### src/rtl/l2_mem_responder.sv
// L2 memory-port responder: serializes line/uncached requests into
// single-word beats and assembles refill lines for the L2 cache.
module l2_mem_responder #(
  parameter int OFFSET_WIDTH = 3,
  localparam int NW = 1 << OFFSET_WIDTH,
  localparam int LW = 32 * NW
) (
  input  logic          clk,
  input  logic          rstn,
  input  logic [31:0]   addr_l2cache_mem_r,
  input  logic [31:0]   addr_l2cache_mem_w,
  input  logic [LW-1:0] dout_l2cache_mem,
  input  logic          l2cache_mem_req_r,
  input  logic          l2cache_mem_req_w,
  input  logic          l2cache_mem_rdy,
  input  logic          l2cache_mem_SUC,
  input  logic [3:0]    l2cache_mem_wstrb,
  input  logic [1:0]    l2cache_mem_size,
  output logic          mem_l2cache_addrOK_r,
  output logic          mem_l2cache_addrOK_w,
  output logic          mem_l2cache_dataOK,
  output logic [LW-1:0] din_mem_l2cache,
  output logic          bus_req,
  output logic          bus_we,
  output logic [31:0]   bus_addr,
  output logic [31:0]   bus_wdata,
  output logic [3:0]    bus_wstrb,
  output logic [1:0]    bus_size,
  input  logic          bus_ack,
  input  logic [31:0]   bus_rdata
);

  typedef enum logic [1:0] {
    IDLE,
    RD_BEAT,
    RD_RESP,
    WR_BEAT
  } state_t;

  localparam logic [31:0] LMASK = 32'(NW * 4 - 1);

  state_t state;
  state_t state_nx;

  logic [31:0]             addr_q;
  logic                    suc_q;
  logic [1:0]              size_q;
  logic [3:0]              wstrb_q;
  logic [LW-1:0]           wline_q;
  logic [LW-1:0]           rline_q;
  logic [OFFSET_WIDTH-1:0] beat_cnt;

  logic        acc_w;
  logic        acc_r;
  logic        busy;
  logic        wr;
  logic        last;
  logic [31:0] beat_addr;
  logic [31:0] beat_off;

  // rstn gating keeps the accept strobes low during reset
  assign acc_w = rstn & (state == IDLE) & l2cache_mem_req_w;
  assign acc_r = rstn & (state == IDLE) & l2cache_mem_req_r
               & ~l2cache_mem_req_w;
  assign busy  = (state == RD_BEAT) | (state == WR_BEAT);
  assign wr    = (state == WR_BEAT);
  assign last  = suc_q | (&beat_cnt);

  assign beat_off  = 32'({beat_cnt, 2'b00});
  assign beat_addr = suc_q ? (addr_q & ~32'd3)
                           : ((addr_q & ~LMASK) | beat_off);

  assign mem_l2cache_addrOK_w = acc_w;
  assign mem_l2cache_addrOK_r = acc_r;
  assign mem_l2cache_dataOK   = (state == RD_RESP);
  assign din_mem_l2cache      = rline_q;

  assign bus_req   = busy;
  assign bus_we    = wr;
  assign bus_addr  = busy ? beat_addr : '0;
  assign bus_wdata = wr ? wline_q[{beat_cnt, 5'b0} +: 32] : '0;
  assign bus_wstrb = wr ? (suc_q ? wstrb_q : 4'hF) : '0;
  assign bus_size  = busy ? (suc_q ? size_q : 2'b10) : '0;

  always_ff @(posedge clk or negedge rstn) begin
    if (!rstn) state <= IDLE;
    else       state <= state_nx;
  end

  always_comb begin
    state_nx = state;
    unique case (state)
      IDLE: begin
        if (acc_w)      state_nx = WR_BEAT;
        else if (acc_r) state_nx = RD_BEAT;
      end
      RD_BEAT: if (bus_ack && last) state_nx = RD_RESP;
      WR_BEAT: if (bus_ack && last) state_nx = IDLE;
      RD_RESP: if (l2cache_mem_rdy) state_nx = IDLE;
      default: state_nx = IDLE;
    endcase
  end

  always_ff @(posedge clk or negedge rstn) begin
    if (!rstn) begin
      addr_q   <= '0;
      suc_q    <= 1'b0;
      size_q   <= '0;
      wstrb_q  <= '0;
      wline_q  <= '0;
      rline_q  <= '0;
      beat_cnt <= '0;
    end else if (acc_w || acc_r) begin
      addr_q   <= acc_w ? addr_l2cache_mem_w : addr_l2cache_mem_r;
      suc_q    <= l2cache_mem_SUC;
      size_q   <= l2cache_mem_size;
      wstrb_q  <= l2cache_mem_wstrb;
      beat_cnt <= '0;
      if (acc_w) wline_q <= dout_l2cache_mem;
      // cleared so an uncached read returns zeros above word 0
      else       rline_q <= '0;
    end else if (busy && bus_ack) begin
      if (!wr) rline_q[{beat_cnt, 5'b0} +: 32] <= bus_rdata;
      beat_cnt <= last ? '0 : beat_cnt + 1'b1;
    end
  end

endmodule

### config.mk
export PLATFORM = sky130hd
export DESIGN_NAME = l2_mem_responder
export DESIGN_NICKNAME = d
export VERILOG_FILES = /design/src/rtl/l2_mem_responder.sv
export SDC_FILE = /design/constraint.sdc
export NUM_CORES = 1
export LEC_CHECK = 0
export BUFFER_PORTS_ARGS = -buffer_cell sky130_fd_sc_hd__buf_2
export CAP_MARGIN = 5
export CORE_AREA = 2 2 267 269
export CTS_CLUSTER_SIZE = 24
export DETAILED_ROUTE_END_ITERATION = 6
export DIE_AREA = 0 0 269 271
export GPL_TIMING_DRIVEN = 0
export SLEW_MARGIN = 15
export SYNTH_ARGS = -nofsm -noshare
export SYNTH_HDL_FRONTEND = slang
export SYNTH_SLANG_ARGS = --single-unit
### constraint.sdc
create_clock -name clk -period 6 [get_ports clk]
set_clock_uncertainty 0.1 [all_clocks]
set_input_delay 0.6 -clock clk [delete_from_list [all_inputs] [get_ports clk]]
set_output_delay 0.6 -clock clk [all_outputs]
set_load 0.02 [all_outputs]
==> results.yml, run 1 <==
logic_synthesis:
  syn_area_per_cell_um2: 10.63
  seq_area_frac_synth: 0.5963
  synth_top_cell_by_area: "dfrtp_1"
  ys_top_cells_by_area: "dfrtp_1 (60%), nand2_1 (15%), mux4_2 (6.2%), a22o_1 (5.3%), a32o_1 (5.0%)"
  yosysWarnings: 0
  netlist_area_um2: 23250
  syn_inst: 2188
  synth_top_area_share: 0.5963
  yosysUniqueCellTypes: 43
  ys_ff_latch: 554
route:
  first_pass_iters: 5
  vias_per_cell: 5.173
  antenna_violating_nets_post_route: 0
  drc: 0
  routed_wl_um: 91810
  via_count: 20240
  drt-initial-drc-count: 1753
  wl_per_cell_um: 23.46
finish:
  layout-drive-gt1-share: 0.3101
  nets: 3287
  area_growth_pct: 29.43
job:
  maxCapViolCount: 0
timing:
  worst_slew_pin_slew_ns: 1.257
  max_freq_mhz: 185.2
  layout_setup_ws_ns: 0.6014
  slew_headroom: 0.1506
  slew_violations: 0
  period_minus_slack_ns: 5.399
  finalHoldViolations: 0
  fin_hold_ws_ns: 0.04710
  fin_crit_sh: 0.8998
  setup_violations: 0
  rsz0062_at_grt: "no"
critical_path:
  critical_path_peak_fanout: 99
  critPathArrivalTime_ns: 4.70
  regToRegSetupSlack_ns: 1.31
  cp_slowest_cell: "dlygate4sd3_1"
  worstPathCellList: "dlygate4sd3_1 -> buf_12 -> buf_16 -> buf_16 -> buf_16 -> nor3b_1 -> nand2_1 -> inv_2 -> clkbuf_1 -> buf_2"
  endpoint_kind: "primary output"
  critPathMostFrequentCell: "buf_16"
  crit_path_max_incr_delay_ns: 0.58
  critPathTopFamily: "buffers and inverters"
  start_kind: "input port"
  worst-setup-path-type: "in -> out"
  path_buf_inv: 8
  crit_required_ns: 5.30
clock_tree:
  cts_buffer_depth: 3
  clk_latency_ns: 0.62
  tritoncts: "built"
  postCtsSetupRepairBufs: 0
  h-tree-depth: 2
  numCtsBuffers: 60
  cts_sinks: 554
  clk_pin_slew_worst_paths_ns: 0.06
  cts-root-buf: "clkbuf_16"
run_status:
  status: "finished clean"
power:
  p_total_mw: 13.99
  p_per_area_nw_per_um2: 464.9
  peakVddDrop_mv: 0.2266
  leakage_nw: 15.88
place:
  hpwl_um: 69480
  gp_congestion: 0.9033
  portBuffers: 657
  place_ws_ns: 0.8678
die:
  initial_utilization: 0.3331
  die_area_um2: 72900
  coreArea_um2: 69790
  fp.dieW_um: 269
  rows: 97
  io_pins: 696
  die_h_um: 271
min_path:
  hold_path.class: "in -> reg"
global_route:
  grt_pass1_wl_um: 133500
  antenna_found_initial: 16
  grt_start_max_net_pins: 100
  track_usage: 0.2465
  grt_pass1_vias: 20080
  grt-ovfl-total: 0
==> where the power goes <==
part           internal [mW]  switching [mW]
clock                   2.34            1.62
combinational           1.73            2.89
sequential              4.82           0.596
total                   8.89            5.10
==> through the flow <==
step | cell area [um2] | setup TNS (ns) | cells | util
2_1_floorplan | 23250 | 0 | 2189 | -
3_3_place_gp | 27720 | -8071.49 | 3786 | 0.3972
3_5_place_dp | 27920 | 0 | 3792 | 0.4000
4_1_cts | 30060 | 0 | 3904 | 0.4308
5_1_grt | 30080 | 0 | 3908 | 0.4310
6_report | 30090 | 0 | 3913 | 0.4312
==> registers in the layout, summed over array words and instances, names as in the netlist <==
signal           cells
addr_q              30
beat_cnt             3
din_mem_l2cache    256
size_q               2
state                2
suc_q                1
wline_q            256
wstrb_q              4
==> worst paths after layout <==
check                                       end  depth (start not counted)                  from
setup / recovery           mem_l2cache_addrOK_w                         10                  rstn
hold / removal                      wline_q[72]                          3  dout_l2cache_mem[72]
setup reg to reg           din_mem_l2cache[168]                         11           beat_cnt[1]
hold reg to reg                    wline_q[111]                          2          wline_q[111]
max in group asynchronous  din_mem_l2cache[226]                          5                  rstn
min in group asynchronous          wline_q[110]                          2                  rstn
==> placed cells by master (no fill, tap or decap), types with 3 or more instances in the layout <==
cell	Yosys	final
a21oi_1	41	41
a22o_1	141	141
a31oi_1	33	32
a32o_1	115	115
and2_1	28	28
buf_1	42	42
buf_16	0	6
buf_2	75	731
buf_4	3	3
bufinv_16	0	8
clkbuf_1	81	90
clkbuf_16	0	60
clkbuf_8	0	12
clkinv_2	0	11
clkinv_4	0	3
clkinvlp_4	0	3
dfrtp_1	554	554
diode_2	0	9
ha_1	7	7
inv_1	13	13
mux2i_1	4	4
mux4_2	64	64
nand2_1	902	902
nand2b_1	3	3
nor2_1	39	39
nor2b_1	4	4
nor3_1	3	3
nor4_4	1	3
o21ai_0	7	7
==> worst register-to-register path: cells and delay by family, from the launching register on <==
kind | cells | cell delay, ns
flip-flops | 1 | 0.37
buffers and inverters | 6 | 2.48
AO/OA/AOI/OAI | 2 | 1.03
AND/OR/NAND/NOR | 1 | 0.10
adder cells (fa/ha/maj) | 2 | 0.55
==> final cells by class <==
class	count	area, um2
Sequential cell	554	13860
Timing Repair Buffer	664	3478
Clock inverter	30	437.9
Multi-Input combinational cell	1420	8501
Tap cell	940	1176
Clock buffer	81	1700
Inverter	14	52.55
Buffer	201	859.6
Antenna cell	9	22.52
Fill cell	6865	39690
==> routing by layer <==
layer	vias up	routed length, um	global-route usage
li1	8951	-	-
met4	18	3143	0.08962
met1	10180	36620	0.3118
met2	919	45150	0.4184
met5	-	111	0
met3	170	6779	0.04651
==> cell families (layout without fill, tap and decap cells) <==
group / Yosys count / in the layout / share of synthesized area
simple gates: 993 / 993 / 0.1685
flops: 554 / 554 / 0.5963
compound gates: 348 / 348 / 0.1273
buf+inv: 215 / 990 / 0.03923
mux: 70 / 70 / 0.06469
fa+ha+maj: 7 / 7 / 0.003767
other cells: 1 / 11 / 0.0001613
==> Yosys cell counts <==
| master | instances |
|---|---|
| dfrtp_1 | 554 |
| nor4_2 | 2 |
| nor4b_1 | 1 |
| and2_1 | 28 |
| and3_1 | 1 |
| a32o_1 | 115 |
| clkbuf_1 | 81 |
| nor3b_1 | 1 |
| mux2i_1 | 4 |
| o2111a_1 | 2 |
| and4_1 | 1 |
| nand2b_1 | 3 |
| a21boi_0 | 1 |
| nor2_1 | 39 |
| a22oi_1 | 2 |
| nand4bb_4 | 1 |
| buf_4 | 3 |
| a22o_1 | 141 |
| conb_1 | 1 |
| inv_1 | 13 |
| inv_2 | 1 |
| o21ai_0 | 7 |
| a31oi_1 | 33 |
| buf_1 | 42 |
| a211oi_2 | 1 |
| mux2_2 | 2 |
| a2111oi_4 | 1 |
| nor3_2 | 1 |
| nor4_4 | 1 |
| or3_1 | 1 |
| o2111ai_1 | 1 |
| nand2_1 | 902 |
| a21oi_1 | 41 |
| a41oi_2 | 1 |
| nor2b_1 | 4 |
| ha_1 | 7 |
| nor4_1 | 1 |
| buf_2 | 75 |
| and3b_1 | 1 |
| nand3b_1 | 2 |
| nor3_1 | 3 |
| a41oi_1 | 2 |
| mux4_2 | 64 |
==> what timing repair did <==
item	in CTS	in global routing
hold buffers	1	0
endpoints found under the setup margin	0	1
hold endpoints to repair	85	0
gates resized for setup	0	1
No activity file was read; power rests on OpenSTA's default activity.
==> run 2, diff against run 1 <==
--- a/config.mk
+++ b/config.mk
@@ -7,11 +7,15 @@
 export LEC_CHECK = 0
 export BUFFER_PORTS_ARGS = -buffer_cell sky130_fd_sc_hd__buf_2
 export CAP_MARGIN = 5
-export CORE_AREA = 2 2 267 269
+export CELL_PAD_IN_SITES_DETAIL_PLACEMENT = 1
+export CELL_PAD_IN_SITES_GLOBAL_PLACEMENT = 2
+export CORE_AREA = 2 2 273 275
 export CTS_CLUSTER_SIZE = 24
 export DETAILED_ROUTE_END_ITERATION = 6
-export DIE_AREA = 0 0 269 271
+export DIE_AREA = 0 0 275 277
 export GPL_TIMING_DRIVEN = 0
+export PLACE_DENSITY_LB_ADDON = 0.1
+export RECOVER_POWER = 100
 export SLEW_MARGIN = 15
 export SYNTH_ARGS = -nofsm -noshare
 export SYNTH_HDL_FRONTEND = slang
==> run 2 against run 1 <==
  * Critical path type is now reg -> reg
  * The flow now finishes with violations (max-capacitance violations, max-slew violations)
  * Wire length grew 8.7%
  * Critical path depth is 2 higher
  * Highest routed layer unchanged
  * Largest power group unchanged
  * Sequential cell count is the same
==> results.yml, run 2 (synthesis gave the netlist of run 1 again) <==
critical_path:
  crit_required_ns: 6.42
  critPathMostFrequentCell: "clkbuf_1"
  endpoint_kind: "register"
  start_kind: "register"
  worst-setup-path-type: "reg -> reg"
  critical_path_peak_fanout: 10
  crit_path_max_incr_delay_ns: 0.77
  reg2reg_depth: 12
  crit_start: "beat_cnt[1]"
  cp_slowest_cell: "clkbuf_1"
  worstPathCellList: "clkbuf_1 -> clkbuf_1 -> clkbuf_1 -> inv_1 -> ha_1 -> ha_1 -> buf_2 -> inv_1 -> or3_1 -> nor3_2 -> clkbuf_1 -> a32o_1"
  critPathArrivalTime_ns: 5.54
  rr_startpoint: "beat_cnt[1]"
die:
  io_pins: 696
  rows: 100
  die_area_um2: 76180
  coreArea_um2: 73570
  initial_utilization: 0.3160
  die_h_um: 277
  fp.dieW_um: 275
clock_tree:
  cts_buffer_depth: 3
  h-tree-depth: 3
  cts_sinks: 554
  holdBufCountCts: 1
  clk_latency_ns: 0.60
  postCtsSetupRepairBufs: 0
  cts-root-buf: "clkbuf_16"
  tritoncts: "built"
  numCtsBuffers: 66
  cts_resized: 0
  clk_pin_slew_worst_paths_ns: 0.06
finish:
  final_common_cell: "nand2_1"
  layout-drive-gt1-share: 0.1887
  final_cell_mix: "nand2_1 (902), dfrtp_1 (554), clkbuf_1 (453)"
  fin_util: 0.4017
  area_growth_pct: 27.10
  nets: 3293
run_status:
  violations: "max-capacitance violations, max-slew violations"
  status: "finished with violations"
global_route:
  grt_pass1_wl_um: 145700
  grt-ovfl-total: 0
  grt_pass1_vias: 22020
  antenna_found_initial: 44
  grt_start_max_net_pins: 96
  track_usage: 0.2592
power:
  p_per_area_nw_per_um2: 468.3
  peakVddDrop_mv: 0.3586
  leakage_nw: 14.32
route:
  first_pass_iters: 5
  routed_wl_um: 99820
  antenna_violating_nets_post_route: 0
  drt-initial-drc-count: 1254
  via_count: 20040
  drc: 0
  vias_per_cell: 5.078
  wl_per_cell_um: 25.29
min_path:
  min-delay-start: "dout_l2cache_mem[72]"
  hold_path.class: "in -> reg"
  whs_path_depth: 3
timing:
  fin_hold_ws_ns: 0.08217
  layout_setup_ws_ns: 0.8870
  setup_violations: 0
  max_freq_mhz: 195.6
  worst_slew_pin_slew_ns: 2.552
  fin_crit_sh: 0.8522
  rsz0062_at_grt: "no"
  slew_headroom: -0.7011
  finalSetupTns_ns: 0
  finalHoldViolations: 0
  period_minus_slack_ns: 5.113
  slew_violations: 199
job:
  maxCapViolCount: 3
place:
  gp_congestion: 0.8794
  hpwl_um: 76150
  portBuffers: 657
  place_ws_ns: 1.234
==> run 2: cell types whose count changed in the layout (fill, tap and decap cells not counted), sizes merged <==
cell      delta
buf        -359
bufinv       -5
clkbuf     +370
clkinv       -6
clkinvlp     -1
diode        +2
inv          +4
==> run 2: report_power, final <==
group,internal (mW),switching [mW],leakage [nW]
sequential,4.82,0.596,7.23
combinational,1.63,2.85,6.06
clock,2.30,1.65,1.03
total,8.75,5.09,14.3
==> run 2: through the flow <==
stage          power [mW]  std cells  area [um2]
2_1_floorplan       8.270       2189       23250
3_3_place_gp        9.916       3815       27750
3_5_place_dp        10.10       3821       27930
4_1_cts             14.11       3936       30030
5_1_grt             14.68       3942       29540
6_report            13.84       3947       29550
==> run 2: metal layers <==
layer	GRT usage	vias to the layer above	routed length, um
met1	0.3052	10200	38870
met2	0.4560	620	50510
met5	0	-	283
li1	-	8955	-
met3	0.06061	220	6396
met4	0.09591	46	3759
==> run 2: worst max-delay path: cells and delay by family, from the launching register on <==
kind	cells	cell delay, ns
AO/OA/AOI/OAI	1	0.26
adder cells (fa/ha/maj)	2	0.54
buffers and inverters	7	2.74
flip-flops	1	0.37
AND/OR/NAND/NOR	2	1.01
==> run 2: final timing paths <==
check | end | slack [ns]
worst max-delay path | din_mem_l2cache[149] | 0.89
worst min-delay path | wline_q[72] | 0.08
worst max register to register | din_mem_l2cache[149] | 0.89
worst min register to register | wline_q[120] | 0.37
max in group asynchronous | wline_q[113] | 2.05
min in group asynchronous | addr_q[16] | 0.42
==> run 2: cell type report <==
type / instances / area (um2)
tap: 969 / 1212
timing repair buffer: 664 / 3044
sequential: 554 / 13860
inverter: 14 / 52.55
clock buffer: 92 / 1859
multi-input combinational: 1420 / 8468
fill: 8543 / 44020
clock inverter: 22 / 224.0
buffer: 201 / 798.3
antenna: 11 / 27.53
